<file path="src/rtl/spike_channel_scheduler_pkg.sv">
// Shared types, width constants and helpers for the spike channel scheduler.
// Default parameter values live here so the interface and RTL agree on them.
package spike_channel_scheduler_pkg;

    localparam int DEF_CHANNELS     = 4;
    localparam int DEF_FEATURES     = 3;
    localparam int DEF_SAMPLE_WIDTH = 10;
    localparam int DEF_TIMEOUT      = 64;

    localparam int CH_W  = $clog2(DEF_CHANNELS);
    localparam int LVL_W = $clog2(DEF_FEATURES);

    typedef enum logic [1:0] {
        ST_IDLE = 2'd0,
        ST_LOAD = 2'd1,
        ST_WAIT = 2'd2,
        ST_EMIT = 2'd3
    } sched_state_e;

    // LSB of feature f of channel c inside the flattened feature bus.
    function automatic int feat_lsb(input int ch, input int feat,
                                    input int features, input int sample_width);
        return (ch * features + feat) * sample_width;
    endfunction

endpackage

</file>
<file path="src/rtl/spike_channel_scheduler_if.sv">
// Channel / engine / result bundle of the spike channel scheduler.
// master = scheduler side, slave = channels + engine + result consumer.
interface spike_channel_scheduler_if
    import spike_channel_scheduler_pkg::*;
#(
    parameter int CHANNELS     = DEF_CHANNELS,
    parameter int FEATURES     = DEF_FEATURES,
    parameter int SAMPLE_WIDTH = DEF_SAMPLE_WIDTH
);
    localparam int IDX_W = $clog2(CHANNELS);
    localparam int LV_W  = $clog2(FEATURES);

    logic [CHANNELS-1:0]                       ch_valid;
    logic [CHANNELS-1:0]                       ch_ready;
    logic [CHANNELS*FEATURES*SAMPLE_WIDTH-1:0] ch_features;

    logic                    eng_start;
    logic [SAMPLE_WIDTH-1:0] eng_feature;
    logic                    eng_feature_valid;
    logic                    eng_done;
    logic [LV_W-1:0]         eng_level;
    logic [LV_W-1:0]         eng_path;

    logic             res_valid;
    logic             res_ready;
    logic [IDX_W-1:0] res_channel;
    logic [LV_W-1:0]  res_level;
    logic [LV_W-1:0]  res_path;
    logic             res_error;
    logic             busy;

    modport master (
        input  ch_valid, ch_features, eng_done, eng_level, eng_path, res_ready,
        output ch_ready, eng_start, eng_feature, eng_feature_valid,
               res_valid, res_channel, res_level, res_path, res_error, busy
    );

    modport slave (
        output ch_valid, ch_features, eng_done, eng_level, eng_path, res_ready,
        input  ch_ready, eng_start, eng_feature, eng_feature_valid,
               res_valid, res_channel, res_level, res_path, res_error, busy
    );

endinterface

</file>
<file path="src/rtl/spike_channel_scheduler_rr_arbiter.sv">
// Combinational round-robin pick: first request at or after ptr_i, wrapping.
module spike_rr_arbiter #(
    parameter int N = 4,
    parameter int W = $clog2(N)
) (
    input  logic [N-1:0] req_i,
    input  logic [W-1:0] ptr_i,
    output logic [N-1:0] grant_o,
    output logic [W-1:0] grant_idx_o,
    output logic         any_o
);

    int idx;

    always_comb begin
        grant_o     = '0;
        grant_idx_o = '0;
        any_o       = 1'b0;
        idx         = 0;
        for (int i = 0; i < N; i++) begin
            idx = (int'(ptr_i) + i) % N;
            if (!any_o && req_i[W'(idx)]) begin
                any_o            = 1'b1;
                grant_idx_o      = W'(idx);
                grant_o[W'(idx)] = 1'b1;
            end
        end
    end

endmodule

</file>
<file path="src/rtl/spike_channel_scheduler.sv">
// Round-robin scheduler sharing one tree-classification engine between channels.
// Optional engine watchdog: define SPIKE_SCHED_TIMEOUT_EN to enable it.
module spike_channel_scheduler
    import spike_channel_scheduler_pkg::*;
#(
    parameter int CHANNELS     = DEF_CHANNELS,
    parameter int FEATURES     = DEF_FEATURES,
    parameter int SAMPLE_WIDTH = DEF_SAMPLE_WIDTH,
    parameter int TIMEOUT      = DEF_TIMEOUT
) (
    input logic                        clk,
    input logic                        reset,
    spike_channel_scheduler_if.master  bus
);

    localparam int IDX_W = $clog2(CHANNELS);
    localparam int LV_W  = $clog2(FEATURES);
    localparam int K_W   = $clog2(FEATURES);
    localparam int WD_W  = $clog2(TIMEOUT);

    if (CHANNELS < 2 || FEATURES < 2 || TIMEOUT < 2) begin : g_param_check
        $error("spike_channel_scheduler: CHANNELS, FEATURES and TIMEOUT must be >= 2");
    end

    sched_state_e            state_q;
    logic [IDX_W-1:0]        rr_ptr_q;
    logic [K_W-1:0]          k_q;
    logic [SAMPLE_WIDTH-1:0] buf_q [FEATURES];
    logic                    eng_start_q;
    logic [SAMPLE_WIDTH-1:0] eng_feature_q;
    logic                    eng_feature_valid_q;
    logic                    res_valid_q;
    logic [IDX_W-1:0]        res_channel_q;
    logic [LV_W-1:0]         res_level_q;
    logic [LV_W-1:0]         res_path_q;
`ifdef SPIKE_SCHED_TIMEOUT_EN
    logic [WD_W-1:0]         wd_q;
    logic                    res_error_q;
`endif

    logic [CHANNELS-1:0]     grant_onehot;
    logic [IDX_W-1:0]        grant_idx;
    logic                    grant_any;
    logic [IDX_W-1:0]        next_ptr_d;
    logic [SAMPLE_WIDTH-1:0] grant_feat [FEATURES];

    spike_rr_arbiter #(.N(CHANNELS), .W(IDX_W)) u_arb (
        .req_i       (bus.ch_valid),
        .ptr_i       (rr_ptr_q),
        .grant_o     (grant_onehot),
        .grant_idx_o (grant_idx),
        .any_o       (grant_any)
    );

    for (genvar gi = 0; gi < FEATURES; gi++) begin : g_feat_mux
        assign grant_feat[gi] =
            bus.ch_features[feat_lsb(int'(grant_idx), gi, FEATURES, SAMPLE_WIDTH) +: SAMPLE_WIDTH];
    end

    assign next_ptr_d = (grant_idx == IDX_W'(CHANNELS - 1)) ? '0 : grant_idx + IDX_W'(1);

    always_ff @(posedge clk) begin
        if (reset) begin
            state_q             <= ST_IDLE;
            rr_ptr_q            <= '0;
            k_q                 <= '0;
            eng_start_q         <= 1'b0;
            eng_feature_q       <= '0;
            eng_feature_valid_q <= 1'b0;
            res_valid_q         <= 1'b0;
            res_channel_q       <= '0;
            res_level_q         <= '0;
            res_path_q          <= '0;
`ifdef SPIKE_SCHED_TIMEOUT_EN
            wd_q                <= '0;
            res_error_q         <= 1'b0;
`endif
        end else begin
            eng_start_q <= 1'b0;
            case (state_q)
                ST_IDLE: begin
                    if (grant_any) begin
                        res_channel_q       <= grant_idx;
                        rr_ptr_q            <= next_ptr_d;
                        for (int i = 0; i < FEATURES; i++) buf_q[i] <= grant_feat[i];
                        eng_start_q         <= 1'b1;
                        eng_feature_q       <= grant_feat[0];
                        eng_feature_valid_q <= 1'b1;
                        k_q                 <= '0;
                        state_q             <= ST_LOAD;
                    end
                end
                ST_LOAD: begin
                    // buf_q shifts down so buf_q[1] is always the next feature to send
                    for (int i = 0; i < FEATURES - 1; i++) buf_q[i] <= buf_q[i+1];
                    if (k_q == K_W'(FEATURES - 1)) begin
                        eng_feature_valid_q <= 1'b0;
                        eng_feature_q       <= '0;
                        state_q             <= ST_WAIT;
`ifdef SPIKE_SCHED_TIMEOUT_EN
                        wd_q                <= '0;
`endif
                    end else begin
                        k_q           <= k_q + K_W'(1);
                        eng_feature_q <= buf_q[1];
                    end
                end
                ST_WAIT: begin
                    if (bus.eng_done) begin
                        res_level_q <= bus.eng_level;
                        res_path_q  <= bus.eng_path;
                        res_valid_q <= 1'b1;
                        state_q     <= ST_EMIT;
`ifdef SPIKE_SCHED_TIMEOUT_EN
                        res_error_q <= 1'b0;
                    end else if (wd_q == WD_W'(TIMEOUT - 1)) begin
                        res_level_q <= '0;
                        res_path_q  <= '0;
                        res_error_q <= 1'b1;
                        res_valid_q <= 1'b1;
                        state_q     <= ST_EMIT;
                    end else begin
                        wd_q <= wd_q + WD_W'(1);
`endif
                    end
                end
                ST_EMIT: begin
                    if (bus.res_ready) begin
                        res_valid_q <= 1'b0;
                        state_q     <= ST_IDLE;
                    end
                end
                default: state_q <= ST_IDLE;
            endcase
        end
    end

    // Gated by reset so no accept is advertised on a cycle that cannot take it.
    assign bus.ch_ready          = (state_q == ST_IDLE && !reset) ? grant_onehot : '0;
    assign bus.busy              = (state_q != ST_IDLE);
    assign bus.eng_start         = eng_start_q;
    assign bus.eng_feature       = eng_feature_q;
    assign bus.eng_feature_valid = eng_feature_valid_q;
    assign bus.res_valid         = res_valid_q;
    assign bus.res_channel       = res_channel_q;
    assign bus.res_level         = res_level_q;
    assign bus.res_path          = res_path_q;
`ifdef SPIKE_SCHED_TIMEOUT_EN
    assign bus.res_error         = res_error_q;
`else
    assign bus.res_error         = 1'b0;
`endif

endmodule

</file>
<file path="src/flat_wrapper.sv">
// flat-port wrapper written by rule: the top's interface ports become plain ports
module spike_channel_scheduler_flat import spike_channel_scheduler_pkg::*;
#(
    parameter int CHANNELS     = DEF_CHANNELS,
    parameter int FEATURES     = DEF_FEATURES,
    parameter int SAMPLE_WIDTH = DEF_SAMPLE_WIDTH,
    parameter int TIMEOUT      = DEF_TIMEOUT
)
  (clk, reset, bus_ch_valid, bus_ch_features, bus_eng_done, bus_eng_level, bus_eng_path, bus_res_ready, bus_ch_ready, bus_eng_start, bus_eng_feature, bus_eng_feature_valid, bus_res_valid, bus_res_channel, bus_res_level, bus_res_path, bus_res_error, bus_busy);
  spike_channel_scheduler_if #(.CHANNELS(CHANNELS), .FEATURES(FEATURES), .SAMPLE_WIDTH(SAMPLE_WIDTH)) bus_i ();
  input logic clk;
  input logic reset;
  input wire logic [$bits(bus_i.ch_valid)-1:0] bus_ch_valid;
  input wire logic [$bits(bus_i.ch_features)-1:0] bus_ch_features;
  input wire logic [$bits(bus_i.eng_done)-1:0] bus_eng_done;
  input wire logic [$bits(bus_i.eng_level)-1:0] bus_eng_level;
  input wire logic [$bits(bus_i.eng_path)-1:0] bus_eng_path;
  input wire logic [$bits(bus_i.res_ready)-1:0] bus_res_ready;
  output wire logic [$bits(bus_i.ch_ready)-1:0] bus_ch_ready;
  output wire logic [$bits(bus_i.eng_start)-1:0] bus_eng_start;
  output wire logic [$bits(bus_i.eng_feature)-1:0] bus_eng_feature;
  output wire logic [$bits(bus_i.eng_feature_valid)-1:0] bus_eng_feature_valid;
  output wire logic [$bits(bus_i.res_valid)-1:0] bus_res_valid;
  output wire logic [$bits(bus_i.res_channel)-1:0] bus_res_channel;
  output wire logic [$bits(bus_i.res_level)-1:0] bus_res_level;
  output wire logic [$bits(bus_i.res_path)-1:0] bus_res_path;
  output wire logic [$bits(bus_i.res_error)-1:0] bus_res_error;
  output wire logic [$bits(bus_i.busy)-1:0] bus_busy;
  assign bus_i.ch_valid = bus_ch_valid;
  assign bus_i.ch_features = bus_ch_features;
  assign bus_i.eng_done = bus_eng_done;
  assign bus_i.eng_level = bus_eng_level;
  assign bus_i.eng_path = bus_eng_path;
  assign bus_i.res_ready = bus_res_ready;
  assign bus_ch_ready = bus_i.ch_ready;
  assign bus_eng_start = bus_i.eng_start;
  assign bus_eng_feature = bus_i.eng_feature;
  assign bus_eng_feature_valid = bus_i.eng_feature_valid;
  assign bus_res_valid = bus_i.res_valid;
  assign bus_res_channel = bus_i.res_channel;
  assign bus_res_level = bus_i.res_level;
  assign bus_res_path = bus_i.res_path;
  assign bus_res_error = bus_i.res_error;
  assign bus_busy = bus_i.busy;
  spike_channel_scheduler #(.CHANNELS(CHANNELS), .FEATURES(FEATURES), .SAMPLE_WIDTH(SAMPLE_WIDTH), .TIMEOUT(TIMEOUT)) u_core (.clk(clk), .reset(reset), .bus(bus_i));
endmodule
</file>
<file path="config.mk">
export PLATFORM = sky130hd
export DESIGN_NAME = spike_channel_scheduler_flat
export DESIGN_NICKNAME = d
export VERILOG_FILES = /design/src/rtl/spike_channel_scheduler_pkg.sv /design/src/rtl/spike_channel_scheduler_if.sv /design/src/rtl/spike_channel_scheduler_rr_arbiter.sv /design/src/rtl/spike_channel_scheduler.sv /design/src/flat_wrapper.sv
export SDC_FILE = /design/constraint.sdc
export NUM_CORES = 1
export LEC_CHECK = 0
export ABC_CLOCK_PERIOD_IN_PS = 16200
export CORE_MARGIN = 4
export CORE_UTILIZATION = 50
export DETAILED_ROUTE_END_ITERATION = 8
export HOLD_SLACK_MARGIN = 0.12
export PLACE_DENSITY = 0.89
export SLEW_MARGIN = 20
export SYNTH_ARGS = -nofsm -noshare
export SYNTH_HDL_FRONTEND = slang
export SYNTH_HIERARCHICAL = 1
export SYNTH_SLANG_ARGS = --single-unit
</file>
<file path="constraint.sdc">
create_clock -name clk -period 16.2 [get_ports clk]
set_clock_uncertainty 0.1 [all_clocks]
set_input_delay 1.62 -clock clk [delete_from_list [all_inputs] [get_ports clk]]
set_output_delay 1.62 -clock clk [all_outputs]
set_load 0.1 [all_outputs]
</file>
==> run summary, run 1 <==
## Worst hold path
* **number of stages on the worst hold path** 2
* **beginning of the worst hold path** u_core/bus.res_path[1]
* **type of the tightest min-delay check** reg -> reg
* **worst min-delay path endpoint** u_core/bus.res_path[1]

## Finish
* **sequential cell area** 1100 µm²
* **synth-to-layout area growth** 20.8%
* **final core utilization** 61.7%
* **total of fill cells in the finished design** 1,137
* **number of antenna cells inserted** 0
* **final net count** 968
* **total area of multi-input combinational cells** 5830 µm²
* **share of layout cells above drive strength 1** 18.7%
* **cell area after layout** 9000 µm²

## Floorplan
* **Die Wd** 130 µm
* **starting density of the core** 51.0%
* **area of the die** 16,900 µm²
* **height of the die** 130 µm
* **I/O Pins** 157
* **standard-cell rows** 44
* **total core area** 14,600 µm²

## Routing
* **average detailed-routed wire length per instance** 25.8 µm
* **remaining antenna violation count after routing** 0
* **via count** 7,455
* **detailed-router iteration count before antenna repair** 6
* **Initial DRC Count** 1,206
* **number of remaining DRC errors** 0
* **drt via density** 7.46
* **routed wire length** 25.8 mm

## Setup path
* **cell with the biggest individual delay on the critical path** sky130_fd_sc_hd__ha_4
* **R2R Path End** u_core/buf_q[1][9]
* **cell depth of the worst setup path** 13
* **Worst Path Class, Setup** in -> reg
* **slack of the worst reg-to-reg path** 8.81 ns
* **worst-path maximum fanout** 160
* **worst-case reg-to-reg path depth** 14
* **sequence of cells on the critical path** clkdlybuf4s50_1 > mux4_2 > nor2b_1 > nor2_1 > o31ai_4 > buf_12 > inv_1 > ha_4 > buf_4 > mux4_2 > a2111oi_2 > a31oi_1 > a32o_1
* **most frequent cell on the critical path** sky130_fd_sc_hd__mux4_2
* **arrival time of the worst setup path** 7.84 ns
* **worst path required time** 16.15 ns
* **Max stage delay on crit path** 1.02 ns
* **kind of launch point of the worst setup path** input port
* **launching point of the worst reg2reg path** u_core/rr_ptr_q[0]
* **endpoint kind of the worst setup timing path** flop
* **WP buf/inv** 4
* **category of cells accounting for the largest share of critical-path delay** buffers and inverters

## Yosys
* **area share of the largest cell type after synthesis** 32.1%
* **dominant cells by area after synthesis** sky130_fd_sc_hd__mux4_2, sky130_fd_sc_hd__edfxtp_1, sky130_fd_sc_hd__dfxtp_1
* **Post-Synthesis Mean Instance Area** 10.5 µm²
* **post-synthesis cell type with the largest combined area** sky130_fd_sc_hd__mux4_2
* **synthesized cell area** 7450 µm²
* **EDFF count, synth** 20
* **most common cell in the synthesized netlist** sky130_fd_sc_hd__mux4_2
* **proportion of synthesized chip area in sequential cells** 14.8%
* **flop and latch count out of synthesis** 45
* **total number of yosys warnings** 6
* **async set or reset register ratio after synthesis** 0%
* **most frequent cells after synthesis** sky130_fd_sc_hd__mux4_2, sky130_fd_sc_hd__nand2_1, sky130_fd_sc_hd__a21oi_1
* **most common flop cell mapped by yosys** sky130_fd_sc_hd__dfxtp_1
* **count of cell types in the netlist** 74
* **gate count after technology mapping** 712
* **Net Count, Synth** 866

## Flow run
* **maxcap violations** 0

## Global route
* **met2 usage in global routing** 47.6%
* **met3 layer usage reported by global route** 8.31%
* **total congestion overflow after global routing** 0
* **number of global-route vias before repair** 7,221
* **antenna violations before repair** 0
* **peak-usage layer in the global routing report** met2
* **global-route wire length before repair** 39.8 mm
* **GRT Resource Usage Total** 30.2%
* **maximum number of pins on one net before global-route repair** 161
* **met1 global-route usage** 39.6%

## CTS
* **clock sink count** 45
* **deepest level of the CTS H-tree** 2
* **count of cells resized by post-cts repair** 0
* **number of buffers inserted to repair setup after CTS** 0
* **CTS Root Buffer Type** sky130_fd_sc_hd__clkbuf_16
* **latest clock arrival within the worst-skew pair** 0.30 ns
* **count of hold buffers inserted by post-cts repair** 0
* **TritonCTS buffer count** 5
* **deepest clock path buffer count** 2
* **clock slew seen by the registers of the worst setup and hold paths** 0.07 ns
* **clock tree from TritonCTS** done

## STA
* **hold violation count in the final report** 0
* **RSZ-0062 raised after global routing** false
* **Period minus WS final** 7.88 ns
* **maximum clock frequency** 127 MHz
* **setup violators final** 0
* **final worst slack** 8.32 ns
* **setup TNS** 0 ns
* **headroom to the max-slew limit** 28.2%
* **part of the cycle the worst path needs** 48.7%
* **worst-margin pin slew** 1.07 ns
* **count of pins over their slew limit** 0

## Placed design
* **DP Worst Slack** 8.10 ns
* **Port Buffer Count** 155
* **GPL Wtd Cong** 1.02
* **estimated wirelength of the detail-placed design** 19.0 mm
* **Cell Area, Placed** 8850 µm²

## Outcome
* **run status** complete, no violations

per-layer routing:
layer  vias to the layer above  wire length (µm)
li1                       3114                 -
met4                         0              1290
met3                       135              3830
met1                      3502              8820
met2                       704             11900
met5                         -                 0
cells in the final DEF, fill, tap and decap left out, types with 5 or more instances in the layout:
master,Yosys,layout
sky130_fd_sc_hd__a211oi_1,14,14
sky130_fd_sc_hd__a21oi_1,45,45
sky130_fd_sc_hd__a221oi_1,10,10
sky130_fd_sc_hd__a22o_1,7,7
sky130_fd_sc_hd__a22oi_1,10,10
sky130_fd_sc_hd__a31oi_1,5,5
sky130_fd_sc_hd__and2_1,12,12
sky130_fd_sc_hd__and3_1,9,9
sky130_fd_sc_hd__buf_4,20,8
sky130_fd_sc_hd__clkbuf_16,0,5
sky130_fd_sc_hd__clkdlybuf4s50_1,0,155
sky130_fd_sc_hd__dfxtp_1,25,25
sky130_fd_sc_hd__edfxtp_1,20,20
sky130_fd_sc_hd__ha_1,22,21
sky130_fd_sc_hd__inv_1,12,12
sky130_fd_sc_hd__mux2_2,15,15
sky130_fd_sc_hd__mux2i_1,38,38
sky130_fd_sc_hd__mux4_1,9,9
sky130_fd_sc_hd__mux4_2,106,106
sky130_fd_sc_hd__nand2_1,63,63
sky130_fd_sc_hd__nand2b_1,11,11
sky130_fd_sc_hd__nand3_1,29,29
sky130_fd_sc_hd__nor2_1,42,42
sky130_fd_sc_hd__nor2b_1,14,14
sky130_fd_sc_hd__nor3_1,12,12
sky130_fd_sc_hd__o211ai_1,10,10
sky130_fd_sc_hd__o21ai_0,21,21
sky130_fd_sc_hd__o22ai_1,6,6
area by class of cell:
| type | instances | share of cell area [%] |
|---|---|---|
| clock buffer | 5 | 1.39 |
| clock inverter | 3 | 0.264 |
| inverter | 15 | 0.626 |
| multi-input combinational | 583 | 64.8 |
| sequential | 45 | 12.2 |
| tap | 184 | 2.56 |
| timing repair buffer | 164 | 18.1 |
stage by stage:
stage,std cells,hold slack (ns)
2_1_floorplan,712,0.395
3_3_place_gp,991,0.343
3_5_place_dp,991,0.346
4_1_cts,999,0.356
5_1_grt,999,0.386
6_report,999,0.352
how the worst max path moves through the flow:
stage	startpoint	to
2_1_floorplan	bus_ch_valid[1]	u_core/buf_q[1][7]
3_3_place_gp	bus_ch_valid[1]	u_core/buf_q[1][9]
3_5_place_dp	bus_ch_valid[1]	u_core/buf_q[1][9]
4_1_cts	bus_ch_valid[1]	u_core/buf_q[1][9]
5_1_grt	bus_ch_valid[0]	u_core/buf_q[1][9]
6_report	bus_ch_valid[1]	u_core/buf_q[1][9]
state kept, by name, summed over array words and instances, names as in the netlist:
register	count
u_core/bus.res_channel	2
u_core/state_q	2
u_core/rr_ptr_q	2
u_core/k_q	2
u_core/buf_q	20
u_core/bus.eng_feature_valid	1
u_core/bus.eng_feature	10
u_core/bus.eng_start	1
u_core/bus.res_path	2
u_core/bus.res_level	2
u_core/bus.res_valid	1
cell families after synthesis:
kind of cell    after synthesis  synth area share (%)
compound gates              183                  17.5
simple gates                205                  13.2
fa+ha+maj                    22                  3.70
buf+inv                      84                  7.38
flops                        45                  14.8
mux                         168                  42.6
other cells                   1                0.0504
xor+xnor                      4                 0.823
worst min-delay path, delay by kind of cell, from the launching register on:
kind             cells  cell delay (ns)
AND/OR/NAND/NOR      1             0.05
AO/OA/AOI/OAI        1             0.05
flip-flops           1             0.31
Power of run 1 is left out: the tool's default activity adds up to more than one toggle a clock period on the data nets, which glitch-free logic cannot reach.
==> run 2, diff against run 1 <==
Settings changed: ABC_CLOCK_PERIOD_IN_PS 16200 to 7400.
Clock period 16.2 ns to 7.4 ns, I/O delays scaled along.
==> run summary, run 2 (synthesized netlist as in run 1, its figures left out) <==
## CTS
* **TritonCTS buffer count** 5, unchanged
* **latest clock arrival within the worst-skew pair** 0.30 ns, about the same
* **deepest level of the CTS H-tree** 2, unchanged
* **count of cells resized by post-cts repair** 0, unchanged
* **clock tree from TritonCTS** done
* **deepest clock path buffer count** 2, unchanged
* **number of buffers inserted to repair setup after CTS** 0, unchanged
* **clock slew seen by the registers of the worst setup and hold paths** 0.07 ns, about the same
* **CTS Root Buffer Type** sky130_fd_sc_hd__clkbuf_16
* **clock sink count** 45, unchanged
* **count of hold buffers inserted by post-cts repair** 0, unchanged

## STA
* **hold violation count in the final report** 0, unchanged
* **headroom to the max-slew limit** 20.8%, -7.3 points
* **maximum clock frequency** 165 MHz
* **part of the cycle the worst path needs** 81.7%
* **setup violators final** 0, unchanged
* **worst-margin pin slew** 1.18 ns, +0.110 ns
* **Period minus WS final** 6.05 ns
* **RSZ-0062 raised after global routing** false
* **setup TNS** 0 ns, unchanged
* **count of pins over their slew limit** 0, unchanged

## Global route
* **total congestion overflow after global routing** 0, unchanged
* **number of global-route vias before repair** 7,234, +0.18%
* **antenna violations before repair** 0, unchanged
* **maximum number of pins on one net before global-route repair** 160, -0.62%
* **GRT Resource Usage Total** 31.0%, +0.86 points
* **global-route wire length before repair** 40.6 mm, +2.0%

## Routing
* **remaining antenna violation count after routing** 0, unchanged
* **number of remaining DRC errors** 0, unchanged
* **Initial DRC Count** 1,176, -2.5%
* **detailed-router iteration count before antenna repair** 8, +2
* **average detailed-routed wire length per instance** 26.7 µm, +3.2%
* **drt via density** 7.42, -0.63%
* **routed wire length** 26.7 mm, +3.4%
* **via count** 7,423, -0.43%

## Finish
* **total area of multi-input combinational cells** 5830 µm², about the same
* **number of flip-flops under the largest register name** 20, unchanged
* **final cell count without fillers** 1,001, +0.20%
* **highest-count cells in the layout ignoring fill and taps** sky130_fd_sc_hd__clkdlybuf4s50_1, sky130_fd_sc_hd__mux4_2, sky130_fd_sc_hd__nand2_1
* **top register by number of flip-flops** u_core/buf_q
* **sequential cell area** 1100 µm², unchanged
* **number of antenna cells inserted** 0, unchanged
* **synth-to-layout area growth** 21.3%
* **total of fill cells in the finished design** 1,182, +4.0%
* **most common cell after layout, fill and taps aside** sky130_fd_sc_hd__clkdlybuf4s50_1
* **final net count** 970, +0.21%
* **share of layout cells above drive strength 1** 19.0%, +0.32 points

## Floorplan
* **area of the die** 16,900 µm², unchanged
* **total core area** 14,600 µm², unchanged
* **Die Wd** 130 µm, unchanged
* **height of the die** 130 µm, unchanged
* **standard-cell rows** 44, unchanged
* **I/O Pins** 157, unchanged
* **starting density of the core** 51.0%, unchanged

## Setup path
* **endpoint kind of the worst setup timing path** flop
* **worst path required time** 7.35 ns, -8.80 ns
* **kind of launch point of the worst setup path** flop
* **Worst Path Class, Setup** reg -> reg
* **worst-path maximum fanout** 17, -89%
* **arrival time of the worst setup path** 5.99 ns, -1.85 ns

## Outcome
* **run status** complete, no violations

## Placed design
* **estimated wirelength of the detail-placed design** 19.8 mm, +4.1%
* **cell total after placement** 993, +0.20%
* **Port Buffer Count** 155, unchanged
* **GPL Wtd Cong** 1.09, +6.7%

## Worst hold path
* **type of the tightest min-delay check** reg -> reg

## Flow run
* **maxcap violations** 0, unchanged

==> run 2: path summary, 6_finish.rpt <==
check,startpoint,endpoint,slack (ns),cells after the start
max,u_core/rr_ptr_q[0],u_core/buf_q[1][0],1.35,14
min,u_core/bus.res_path[1],u_core/bus.res_path[1],0.36,2
max reg2reg,u_core/rr_ptr_q[0],u_core/buf_q[1][0],1.35,14
min reg2reg,u_core/bus.res_path[1],u_core/bus.res_path[1],0.36,2
==> run 2: layout make-up <==
type | count | area share [%]
clock buffers | 5 | 1.39
clock inverters | 3 | 0.263
inverters | 15 | 0.624
multi-input cells | 583 | 64.6
flip-flops and latches | 45 | 12.2
well taps | 184 | 2.55
repair buffers | 166 | 18.4
==> run 2: critical path: stages (launching register included) <==
cell                       delay, ns
sky130_fd_sc_hd__dfxtp_1        0.81
sky130_fd_sc_hd__inv_1          0.22
sky130_fd_sc_hd__ha_1           0.55
sky130_fd_sc_hd__mux4_2         0.43
sky130_fd_sc_hd__nor2_2         0.27
sky130_fd_sc_hd__o221ai_1       0.17
sky130_fd_sc_hd__nand3_1        0.11
sky130_fd_sc_hd__buf_4          0.29
sky130_fd_sc_hd__inv_1          0.17
sky130_fd_sc_hd__ha_1           0.38
sky130_fd_sc_hd__xor2_1         1.00
sky130_fd_sc_hd__nor2_1         0.49
sky130_fd_sc_hd__a221oi_1       0.42
sky130_fd_sc_hd__a21oi_1        0.15
sky130_fd_sc_hd__a22o_1         0.20
==> run 2: routing by layer <==
layer | GRT usage [%] | up-vias | share of wire (%)
met5 | 0 | - | 0
met1 | 40.3 | 3514 | 35
met3 | 8.31 | 113 | 13
met2 | 49.2 | 670 | 47
li1 | - | 3126 | -
met4 | 13.1 | 0 | 4.5
==> run 2: metrics by stage <==
step	hold WS (ns)	setup WS, ns	util, %	instance area (µm²)
2_1_floorplan	0.395	2.29	-	7450
3_3_place_gp	0.343	1.72	60.8	8880
3_5_place_dp	0.347	1.63	60.8	8880
4_1_cts	0.357	1.61	61.9	9030
5_1_grt	0.380	1.15	61.9	9030
6_report	0.355	1.35	61.9	9030
Power of run 2 is left out for the same reason.
==> run 3, diff against run 2 <==
Settings changed: ABC_CLOCK_PERIOD_IN_PS 7400 to 5950.
Clock period 7.4 ns to 5.95 ns, I/O delays scaled along.
==> run summary, run 3 (synthesized netlist as in run 1, its figures left out) <==
## Placed design
* **DP Worst Slack** 0.643 ns, -0.984 ns
* **GPL Wtd Cong** 1.01, -6.9%
* **estimated wirelength of the detail-placed design** 21.2 mm, +6.7%
* **Port Buffer Count** 155, unchanged

## Floorplan
* **standard-cell rows** 44, unchanged
* **area of the die** 16,900 µm², unchanged
* **starting density of the core** 51.0%, unchanged
* **height of the die** 130 µm, unchanged
* **total core area** 14,600 µm², unchanged
* **I/O Pins** 157, unchanged
* **Die Wd** 130 µm, unchanged

## CTS
* **deepest clock path buffer count** 2, unchanged
* **count of hold buffers inserted by post-cts repair** 0, unchanged
* **CTS Root Buffer Type** sky130_fd_sc_hd__clkbuf_16
* **TritonCTS buffer count** 5, unchanged
* **latest clock arrival within the worst-skew pair** 0.30 ns, about the same
* **count of cells resized by post-cts repair** 0, unchanged
* **deepest level of the CTS H-tree** 2, unchanged
* **clock sink count** 45, unchanged
* **clock slew seen by the registers of the worst setup and hold paths** 0.07 ns, about the same
* **number of buffers inserted to repair setup after CTS** 0, unchanged
* **clock tree from TritonCTS** done

## STA
* **setup TNS** 0 ns, unchanged
* **part of the cycle the worst path needs** 86.0%
* **minimum hold slack** 0.359 ns, +0.00388 ns
* **hold violation count in the final report** 0, unchanged
* **maximum clock frequency** 195 MHz
* **headroom to the max-slew limit** 32.1%, +11 points
* **setup violators final** 0, unchanged
* **RSZ-0062 raised after global routing** false
* **worst-margin pin slew** 0.992 ns, -0.191 ns
* **count of pins over their slew limit** 0, unchanged
* **Period minus WS final** 5.12 ns
* **final worst slack** 0.832 ns, -0.523 ns

## Finish
* **top register by number of flip-flops** u_core/buf_q
* **total of fill cells in the finished design** 1,195, +1.1%
* **number of flip-flops under the largest register name** 20, unchanged
* **share of layout cells above drive strength 1** 20.2%, +1.2 points
* **synth-to-layout area growth** 22.4%
* **sequential cell area** 1100 µm², unchanged
* **final core utilization** 62.5%, +0.61 points
* **final net count** 985, +1.5%
* **total area of multi-input combinational cells** 5820 µm², -0.19%
* **highest-count cells in the layout ignoring fill and taps** sky130_fd_sc_hd__clkdlybuf4s50_1, sky130_fd_sc_hd__mux4_2, sky130_fd_sc_hd__nand2_1
* **most common cell after layout, fill and taps aside** sky130_fd_sc_hd__clkdlybuf4s50_1
* **number of antenna cells inserted** 0, unchanged

## Setup path
* **Worst Path Class, Setup** in -> reg
* **WP buf/inv** 4, +1
* **Max stage delay on crit path** 0.70 ns, -0.30 ns
* **endpoint kind of the worst setup timing path** flop
* **cell with the biggest individual delay on the critical path** sky130_fd_sc_hd__ha_4
* **worst-path maximum fanout** 45, +28
* **arrival time of the worst setup path** 5.21 ns, -0.78 ns
* **category of cells accounting for the largest share of critical-path delay** buffers and inverters
* **worst path required time** 6.04 ns, -1.31 ns
* **kind of launch point of the worst setup path** input port
* **sequence of cells on the critical path** clkdlybuf4s50_1 > mux4_2 > nor2b_1 > nor2_1 > o31ai_4 > inv_1 > buf_4 > ha_4 > buf_4 > mux4_2 > and2_1 > a211oi_1 > a211oi_1 > o31a_1

## Routing
* **Initial DRC Count** 1,075, -8.6%
* **detailed-router iteration count before antenna repair** 6, -2
* **drt via density** 7.49, +0.94%
* **via count** 7,605, +2.5%
* **average detailed-routed wire length per instance** 27.3 µm, +2.5%
* **number of remaining DRC errors** 0, unchanged
* **routed wire length** 27.8 mm, +4.0%
* **remaining antenna violation count after routing** 0, unchanged

## Global route
* **antenna violations before repair** 0, unchanged
* **number of global-route vias before repair** 7,239, +0.069%
* **maximum number of pins on one net before global-route repair** 160, unchanged
* **total congestion overflow after global routing** 0, unchanged
* **GRT Resource Usage Total** 32.5%, +1.5 points
* **global-route wire length before repair** 42.0 mm, +3.5%

## Outcome
* **run status** complete, no violations

## Flow run
* **maxcap violations** 0, unchanged

## Worst hold path
* **type of the tightest min-delay check** reg -> reg

run 3: changes by cell type in the layout (fill, tap and decap cells not counted), sizes merged:
cell / before / now
buf: 11 / 26
run 3: cell type report:
cell class,count,share of cell area [%]
timing repair buffer,181,19.3
inverter,15,0.617
tap,184,2.52
sequential,45,12.1
clock buffer,5,1.37
clock inverter,3,0.261
multi-input combinational,583,63.9
run 3: through the flow:
stage               instances  area, µm²
floorplan                 712       7450
global placement         1008       8970
detailed placement       1008       8970
CTS                      1016       9120
global route             1016       9120
finish                   1016       9120
run 3: metal layers:
| metal | track usage (%) | part of all wire (%) |
|---|---|---|
| met5 | 0 | 0 |
| met4 | 12.5 | 4.3 |
| met3 | 7.45 | 13 |
| met2 | 51.8 | 46 |
| met1 | 43.3 | 36 |
run 3: final timing paths:
| path | startpoint | endpoint | slack (ns) | cells past startpoint |
|---|---|---|---|---|
| worst max-delay path | bus_ch_valid[1] | u_core/bus.eng_feature[4] | 0.83 | 14 |
| worst min-delay path | u_core/bus.res_level[1] | u_core/bus.res_level[1] | 0.36 | 2 |
| worst max register to register | u_core/rr_ptr_q[1] | u_core/bus.eng_feature[4] | 0.98 | 15 |
| worst min register to register | u_core/bus.res_level[1] | u_core/bus.res_level[1] | 0.36 | 2 |
run 3: worst reg2reg max path, delay by kind of cell, from the launching register on:
kind            cells  cell delay, ns
fa+ha+maj           2            1.21
compound gates      5            1.09
mux                 2            0.94
buf+inv             4            0.80
simple gates        2            0.39
flops               1            0.34
Power of run 3 is left out for the same reason.
